<file path="config.mk">
export PLATFORM = sky130hd
export DESIGN_NAME = regfile_write_arbiter
export DESIGN_NICKNAME = d
export VERILOG_FILES = /design/src/rtl/regfile_write_arbiter.sv
export SDC_FILE = /design/constraint.sdc
export NUM_CORES = 1
export LEC_CHECK = 0
export CORE_AREA = 10 10 47 49
export DETAILED_ROUTE_END_ITERATION = 8
export DIE_AREA = 0 0 57 59
export PLACE_DENSITY = 0.79
export SLEW_MARGIN = 20
export SYNTH_ARGS = -nofsm -noshare
export SYNTH_HDL_FRONTEND = slang
export SYNTH_SLANG_ARGS = --single-unit
</file>
<file path="constraint.sdc">
create_clock -name clk -period 4.9 [get_ports clk]
set_clock_uncertainty 0.2 [all_clocks]
set_input_delay 0.98 -clock clk [delete_from_list [all_inputs] [get_ports clk]]
set_output_delay 0.98 -clock clk [all_outputs]
set_load 0.01 [all_outputs]
</file>
<file path="src/rtl/regfile_write_arbiter.sv">
`default_nettype none
// ============================================================================
// Module      : regfile_write_arbiter
// Description : Write-port sequencer for the register file. It clears every
//               entry one per cycle, then arbitrates two requesters round-robin.
// Revision    : 1.0
// ============================================================================
module regfile_write_arbiter #(
  parameter int DATA_W = 4,
  parameter int ADDR_W = 4,
  parameter int DEPTH  = 16
) (
  input  logic              clk,
  input  logic              rst,
  input  logic              clear_req,
  input  logic [1:0]        req,
  input  logic [ADDR_W-1:0] addr0,
  input  logic [DATA_W-1:0] data0,
  input  logic [ADDR_W-1:0] addr1,
  input  logic [DATA_W-1:0] data1,
  output logic [1:0]        gnt,
  output logic              wr_en,
  output logic [ADDR_W-1:0] wr_addr,
  output logic [DATA_W-1:0] wr_data,
  output logic              busy
);

  typedef enum logic [0:0] {
    ST_CLEAR = 1'b0,
    ST_RUN   = 1'b1
  } state_t;

  localparam logic [ADDR_W-1:0] c_last_ptr = ADDR_W'(DEPTH - 1);

  state_t            r_state;
  logic [ADDR_W-1:0] r_clr_ptr;
  logic              r_last_gnt;

  logic [1:0]        w_gnt;
  logic              w_wr_en;
  logic [ADDR_W-1:0] w_wr_addr;
  logic [DATA_W-1:0] w_wr_data;
  logic              w_busy;

  // Outputs are combinational so a grant and its write share one posedge.
  always_comb begin
    w_gnt     = 2'b00;
    w_wr_en   = 1'b0;
    w_wr_addr = '0;
    w_wr_data = '0;
    w_busy    = 1'b1;
    if (rst) begin
      if (r_state == ST_CLEAR) begin
        w_wr_en   = 1'b1;
        w_wr_addr = r_clr_ptr;
      end else begin
        w_busy = 1'b0;
        // A clear request outranks any pending write this cycle.
        if (!clear_req) begin
          case (req)
            2'b01:   w_gnt = 2'b01;
            2'b10:   w_gnt = 2'b10;
            2'b11:   w_gnt = r_last_gnt ? 2'b01 : 2'b10;
            default: w_gnt = 2'b00;
          endcase
          w_wr_en = |w_gnt;
          if (w_gnt[0]) begin
            w_wr_addr = addr0;
            w_wr_data = data0;
          end else if (w_gnt[1]) begin
            w_wr_addr = addr1;
            w_wr_data = data1;
          end
        end
      end
    end
  end

  always_ff @(posedge clk) begin
    if (!rst) begin
      r_state    <= ST_CLEAR;
      r_clr_ptr  <= '0;
      r_last_gnt <= 1'b1;
    end else begin
      case (r_state)
        ST_CLEAR: begin
          if (r_clr_ptr == c_last_ptr) begin
            r_clr_ptr <= '0;
            r_state   <= ST_RUN;
          end else begin
            r_clr_ptr <= r_clr_ptr + ADDR_W'(1);
          end
        end
        default: begin
          if (clear_req) begin
            r_state   <= ST_CLEAR;
            r_clr_ptr <= '0;
          end else if (w_gnt[0]) begin
            r_last_gnt <= 1'b0;
          end else if (w_gnt[1]) begin
            r_last_gnt <= 1'b1;
          end
        end
      endcase
    end
  end

  assign gnt     = w_gnt;
  assign wr_en   = w_wr_en;
  assign wr_addr = w_wr_addr;
  assign wr_data = w_wr_data;
  assign busy    = w_busy;

endmodule
`default_nettype wire

</file>
Yosys cells after proc, flatten, opt, wreduce, memory -nomap -nowiden

Cells that the tools add are included.

Flip-flop bits (word level): 6
Input bits: 21
Output and inout port bits: 12
Word-level logic and storage cells: 44

Add/sub/neg operators: 1
Eq/ne operators: 5
Muxes and demuxes: 31
Bitwise logic cells: 1
Reductions and logical operators: 3

Operators with widths:

| cell                  | count |
|---|---|
| $mux W4               | 13 |
| $mux W2               | 7 |
| $mux W1               | 10 |
| $pmux W2 S3           | 1 |
| $add A4 B1 Y4 const B | 1 |
| $eq A2 B2 Y1 const B  | 2 |
| $eq A4 B4 Y1 const B  | 1 |
| $reduce_and A3 Y1     | 1 |
| $eq A2 B1 Y1 const B  | 1 |
| $ne A2 B2 Y1 const B  | 1 |
| $reduce_bool A2 Y1    | 1 |
| $reduce_or A2 Y1      | 1 |
| $not A1 Y1            | 1 |

Depth between registers and ports, before layout

Gate-level depths: netlist (run 1).

Depth after elaboration: 10
Depth in mapped cells: 4
Mapped depth without buffers: 4

Least setup slack after synthesis (run 1)

OpenSTA, ideal clock, no wires.

Path type: input to output
Start: in clear_req
End: out wr_addr[0]
Data arrival time: 1.824 ns
Required time: 3.720 ns
Setup slack: 1.896 ns
Cell stages on the path: 4
Path buffers: 1
Cells stage by stage: and3b_1 and3_1 buf_6 a221o_1

Longest elaborated chain between the ends: 3

Ends and longest elaborated chain:

| what            | line | source |
|---|---|---|
| start, declared | 15   | `input logic clear_req,` |
| $mux W4         | 59   | `if (!clear_req) begin` |
| $mux W4         | 53   | `if (r_state == ST_CLEAR) begin` |
| $mux W4         | 52   | `if (rst) begin` |
| end, declared   | 23   | `output logic [ADDR_W-1:0] wr_addr,` |

Every way passes these cells.

Worst setup path after layout (run 1)

Start: in rst
End: out wr_addr[3]

Longest elaborated chain between the ends: 1

Ends and longest elaborated chain:

| what            | line | source |
|---|---|---|
| start, declared | 14   | `input logic rst,` |
| $mux W4         | 52   |  |

Every way passes these cells.

==> flow_metrics.tcl, run 1 <==
set metrics [dict create \
    maxSlewViolCount 0 \
    layout_common_cells "clkdlybuf4s50_1 (32), and2_1 (6), dfxtp_1 (6)" \
    final_common_cell "clkdlybuf4s50_1" \
    core-area_um2 1400 \
    antenna_found_initial 0 \
    netlist_instances 56 \
    hp-start "r_last_gnt" \
    finalSetupViolCount 0 \
    globalRouteTotalUtil_pct 8.70 \
    drc 0 \
    cts_hold_buf 0 \
    clk_latency_ns 0.25 \
    post_cts_buffers 0 \
    ys_seq_area_share_pct 27.4 \
    place_ws_ns 0.759 \
    grt_pass1_wl_um 2380 \
    endpoint_kind "output port" \
    portBuffers 32 \
    cts_tree "built" \
    vias_per_cell 5.18 \
    nFillCells 133 \
    grt_max_degree 14 \
    tritoncts.num_buffers 3 \
    synth-main-ff-cell "dfxtp_1" \
    r2r_start "r_state" \
    synth_top_area_cell "dfxtp_1" \
    holdPathStages 2 \
    start_kind "input port" \
    drive_gt1_share_pct 3.41 \
    cap_viol_max_count 0 \
    arrival_ns 2.95 \
    hold_viol 0 \
    critPathKind "input port to output port" \
    dr_total_vias 539 \
    ys_seq_elements 6 \
    holdPathEnd "r_last_gnt" \
    slew_headroom_pct 76.0 \
    r2r-end "r_last_gnt" \
    synth_area_leaders "dfxtp_1 (27%), a221o_1 (9.1%), and2_1 (8.5%)" \
    first_global_vias 517 \
    synth_area_um2 439 \
    dieArea_um2 3360 \
    reg2regPathDepth 3 \
    grt_overflow 0 \
    drt.antenna.violating_nets 0 \
    clock-root-buffer "clkbuf_4" \
    wl_per_cell_um 14.4 \
    synth_edf_count 0 \
    dr.pass1.iters 4 \
    power_density_nw_per_um2 166 \
    antennaDiodeCount 0 \
    yosysUniqueCellTypes 22 \
    nets 112 \
    synth_top_area_share_pct 27.4 \
    rsz0062_at_grt "false" \
    total_power_mw 0.130 \
    routed_wirelength_um 1500 \
    drtIter0Drc 15 \
    clk_pin_slew_worst_paths_ns 0.05 \
    dieWidth_um 57 \
    peakVddDrop_v 0.000122 \
    gp_congestion 0.771 \
    htreeDepth 1 \
    initial_core_util_pct 31.3 \
    worst_pin_slew_ns 0.359 \
    syn-num-nets 78 \
    synth_area_per_cell_um2 7.84 \
    seqCellArea_um2 120 \
    period_needed_ns 4.13 \
    tns_ns 0 \
    setup_ws_ns 0.775 \
    clockBufferDepth 2 \
    multi_input_area_um2 290 \
    status "finished, final reports clean" \
    p_leak_nw 0.308 \
    worstPathMaxFanout 10 \
    syn_to_final_growth_pct 77.8 \
    cts_resized 0 \
    cts.sinks 6 \
    io_pins 33 \
    fmax_mhz 242 \
    async_reset_ff_share_pct 0 \
    rrSetupSlack_ns 3.31 \
    fp-row-count 14 \
    dp_hpwl_um 1230 \
    ys_warn_count 0 \
    critPathRequiredTime_ns 3.72 \
    post-route-period-util_pct 84.2 \
    hold_class "register to register" \
    die_h_um 59 \
]
-- synthesized netlist by cell type (2+ instances only) --
library cell	count
and2_1	6
and3b_1	2
nand2_1	4
o21ai_0	4
a22o_1	4
dfxtp_1	6
nand3_1	2
inv_1	2
buf_2	2
and3_1	2
nor2b_1	3
a21oi_1	2
nor2_1	5
a221o_1	4
-- worst max path at each step --
stage | from | to | slack, ns
4_1_cts | rst | wr_addr[2] | 0.76
6_report | rst | wr_addr[3] | 0.77
3_5_place_dp | rst | wr_addr[2] | 0.76
5_1_grt | rst | wr_addr[3] | 0.59
2_1_floorplan | clear_req | wr_addr[0] | 1.90
3_3_place_gp | rst | wr_addr[3] | 0.82
-- per-layer routing --
metal / vias to the layer above / GRT usage, % / part of all wire, %
li1: 270 / - / -
met1: 233 / 10.2 / 45
met2: 36 / 11.8 / 36
met3: 0 / 7.30 / 18
met4: 0 / 2.01 / 0
met5: - / 0 / 0
-- flip-flops by register name (all words and copies together) (netlist names) --
| register | cells |
|---|---|
| r_state | 1 |
| r_last_gnt | 1 |
| r_clr_ptr | 4 |
-- cell families after synthesis --
logic type,Yosys count,synth area share [%]
buffers and inverters,5,6.55
and+or+nand+nor,25,31.1
DFF,6,27.4
adders and majority gates,1,2.85
AOI/OAI and AO/OA,19,32.2
-- through the flow --
step / util, % / cell area (um^2) / std cells / hold WS (ns)
after global routing: 55.7 / 781 / 104 / 0.394
after CTS: 55.7 / 781 / 104 / 0.345
after detailed placement: 54.1 / 758 / 101 / 0.335
after global placement: 54.1 / 758 / 101 / 0.337
after floorplan: - / 439 / 56 / 0.292
final: 55.7 / 781 / 104 / 0.339
-- critical path, stage by stage --
cell             delay, ns
clkdlybuf4s50_1       0.63
and3b_1               0.24
and3_1                0.36
a221o_1               0.20
clkdlybuf4s50_1       0.54
-- power by group --
part           internal [mW]  switching, mW
sequential            0.0511        0.00226
clock                 0.0277         0.0178
combinational         0.0218        0.00897
-- cell type report --
class | count | share of cell area, %
Sequential cell | 6 | 15.4
Multi-Input combinational cell | 45 | 37.2
Tap cell | 16 | 2.56
Inverter | 2 | 0.962
Clock buffer | 3 | 2.88
Timing Repair Buffer | 32 | 41.0
(Power assumes the default switching activity.)
==> run 2: changes to the inputs <==
--- a/config.mk
+++ b/config.mk
@@ -5,10 +5,10 @@
 export SDC_FILE = /design/constraint.sdc
 export NUM_CORES = 1
 export LEC_CHECK = 0
-export CORE_AREA = 10 10 47 49
+export CORE_MARGIN = 10
+export CORE_UTILIZATION = 29
 export DETAILED_ROUTE_END_ITERATION = 8
-export DIE_AREA = 0 0 57 59
-export PLACE_DENSITY = 0.79
+export PLACE_DENSITY = 0.73
 export SLEW_MARGIN = 20
 export SYNTH_ARGS = -nofsm -noshare
 export SYNTH_HDL_FRONTEND = slang
==> constraint.sdc (replaced) <==
create_clock -name clk -period 3.65 [get_ports clk]
set_clock_uncertainty 0.2 [all_clocks]
set_input_delay 0.73 -clock clk [delete_from_list [all_inputs] [get_ports clk]]
set_output_delay 0.73 -clock clk [all_outputs]
set_load 0.01 [all_outputs]
==> run 2 against run 1 <==
  * Combinational power increased by 38%
  * Non-clock buffer count grew 2
  * Core utilization rose by 2.4 points
  * Largest power group unchanged
==> flow_metrics.tcl, run 2 (same netlist as run 1, synthesis figures left out) <==
set metrics [dict create \
    status "finished, final reports clean" \
    holdPathEnd "r_last_gnt" \
    post_cts_buffers 0 \
    routed_wirelength_um 1570 \
    wl_per_cell_um 15.0 \
    clk_latency_ns 0.24 \
    gp_congestion 0.796 \
    period_needed_ns 3.51 \
    drt.antenna.violating_nets 0 \
    r2r-end "r_clr_ptr[3]" \
    htreeDepth 1 \
    cts.sinks 6 \
    clockBufferDepth 2 \
    vias_per_cell 5.10 \
    largest_reg_flops 4 \
    drtIter0Drc 8 \
    finalSetupViolCount 0 \
    cts_hold_buf 0 \
    maxSlewViolCount 0 \
    cap_viol_max_count 0 \
    portBuffers 32 \
    clockPowerShare_pct 34.7 \
    layout_common_cells "clkdlybuf4s50_1 (32), and2_1 (6), dfxtp_1 (6)" \
    rrSetupSlack_ns 2.24 \
    hold_viol 0 \
    p_seq_share_pct 40.9 \
    globalRouteTotalUtil_pct 9.18 \
    r2r_start "r_clr_ptr[0]" \
    hold_class "register to register" \
    power_density_nw_per_um2 220 \
    dr.pass1.iters 3 \
    hp-start "r_last_gnt" \
    peakVddDrop_v 0.000169 \
    p_sw_mw 0.0391 \
    clock-root-buffer "clkbuf_4" \
    final_common_cell "clkdlybuf4s50_1" \
    grt_pass1_wl_um 2460 \
    core-area_um2 1370 \
    antenna_found_initial 0 \
    crit_path_top_delay_cell "clkdlybuf4s50_1" \
    nets 114 \
    die_h_um 58.9 \
    combPwrFrac_pct 24.3 \
    drive_gt1_share_pct 5.56 \
    endpoint_kind "output port" \
    critPathMostFrequentCell "clkdlybuf4s50_1" \
    p_leak_nw 0.318 \
    cts_resized 0 \
    grt_overflow 0 \
    clk_pin_slew_worst_paths_ns 0.05 \
    fp-row-count 13 \
    initial_core_util_pct 32.1 \
    reg_top3 "r_clr_ptr: 4 flops, r_last_gnt: 1 flops, r_state: 1 flops" \
    arrival_ns 2.58 \
    cts_tree "built" \
    tritoncts.num_buffers 3 \
    tns_ns 0 \
    rsz0062_at_grt "false" \
    antennaDiodeCount 0 \
    dp_hpwl_um 1330 \
    netSwitchingFraction_pct 22.4 \
    setup_ws_ns 0.137 \
    post-route-period-util_pct 96.3 \
    grt_max_degree 13 \
    drc 0 \
    critical_path.max_stage_delay_ns 0.52 \
    p_int_mw 0.136 \
    path_cells "clkdlybuf4s50_1 > and3b_1 > and3_1 > a221o_1 > clkdlybuf4s50_1" \
    slew_headroom_pct 77.3 \
    fmax_mhz 285 \
    critPathRequiredTime_ns 2.72 \
    dr_total_vias 536 \
    worst_pin_slew_ns 0.340 \
    holdPathStages 2 \
    start_kind "input port" \
    dieArea_um2 3470 \
    reg2regPathDepth 4 \
    io_pins 33 \
    worstPathMaxFanout 9 \
    dieWidth_um 58.9 \
    first_global_vias 507 \
    syn_to_final_growth_pct 80.9 \
    critPathKind "input port to output port" \
    place_ws_ns 0.129 \
    regMostFlops "r_clr_ptr" \
]
## run 2: cell types whose count changed in the layout (fill, tap and decap cells not counted), sizes merged
| cell | previous run | this run |
|---|---|---|
| buf | 0 | 2 |
## run 2: worst max-delay path, delay by kind of cell
family / cells / cell delay, ns
AO/OA/AOI/OAI: 1 / 0.38
AND/OR/NAND/NOR: 2 / 0.47
buffers and inverters: 2 / 1.00
## run 2: worst max-delay path by stage
stage | startpoint | end | slack (ns) | cells after the start
after floorplan | clear_req | wr_addr[0] | 1.15 | 4
after global placement | clear_req | wr_addr[2] | 0.15 | 5
after detailed placement | clear_req | wr_addr[0] | 0.13 | 5
after CTS | clear_req | wr_addr[0] | 0.12 | 5
after global routing | clear_req | wr_addr[3] | 0.04 | 5
final | clear_req | wr_addr[0] | 0.14 | 5
## run 2: area by class of cell
class	instances	area, um^2
inverter	2	7.51
multi-input combinational	45	290
sequential	6	120
tap	15	18.8
timing repair buffer	34	335
clock buffer	3	22.5
fill	139	572
## run 2: metrics by stage
step	power [mW]	cells	hold slack [ns]	util, %	instance area [um^2]
6_report	0.175	105	0.336	58.2	795
2_1_floorplan	0.0841	56	0.292	-	439
4_1_cts	0.179	105	0.341	58.2	795
3_3_place_gp	0.115	102	0.325	56.5	772
3_5_place_dp	0.116	102	0.333	56.5	772
5_1_grt	0.189	105	0.375	58.2	795
## run 2: power by group through the flow
| stage | sequential, mW | clock [mW] | combinational (mW) |
|---|---|---|---|
| 3_5_place_dp | 0.0728 | 0 | 0.0429 |
| 2_1_floorplan | 0.0720 | 0 | 0.0121 |
| 5_1_grt | 0.0719 | 0.0704 | 0.0468 |
| 3_3_place_gp | 0.0726 | 0 | 0.0423 |
| 6_report | 0.0716 | 0.0607 | 0.0425 |
| 4_1_cts | 0.0715 | 0.0645 | 0.0430 |
## run 2: routing by layer
metal / vias up / GRT usage (%) / wire (um)
met2: 30 / 12.2 / 580
met1: 228 / 11.2 / 771
li1: 276 / - / -
met5: - / 0 / 0
met3: 2 / 3.43 / 195
met4: 0 / 7.87 / 27
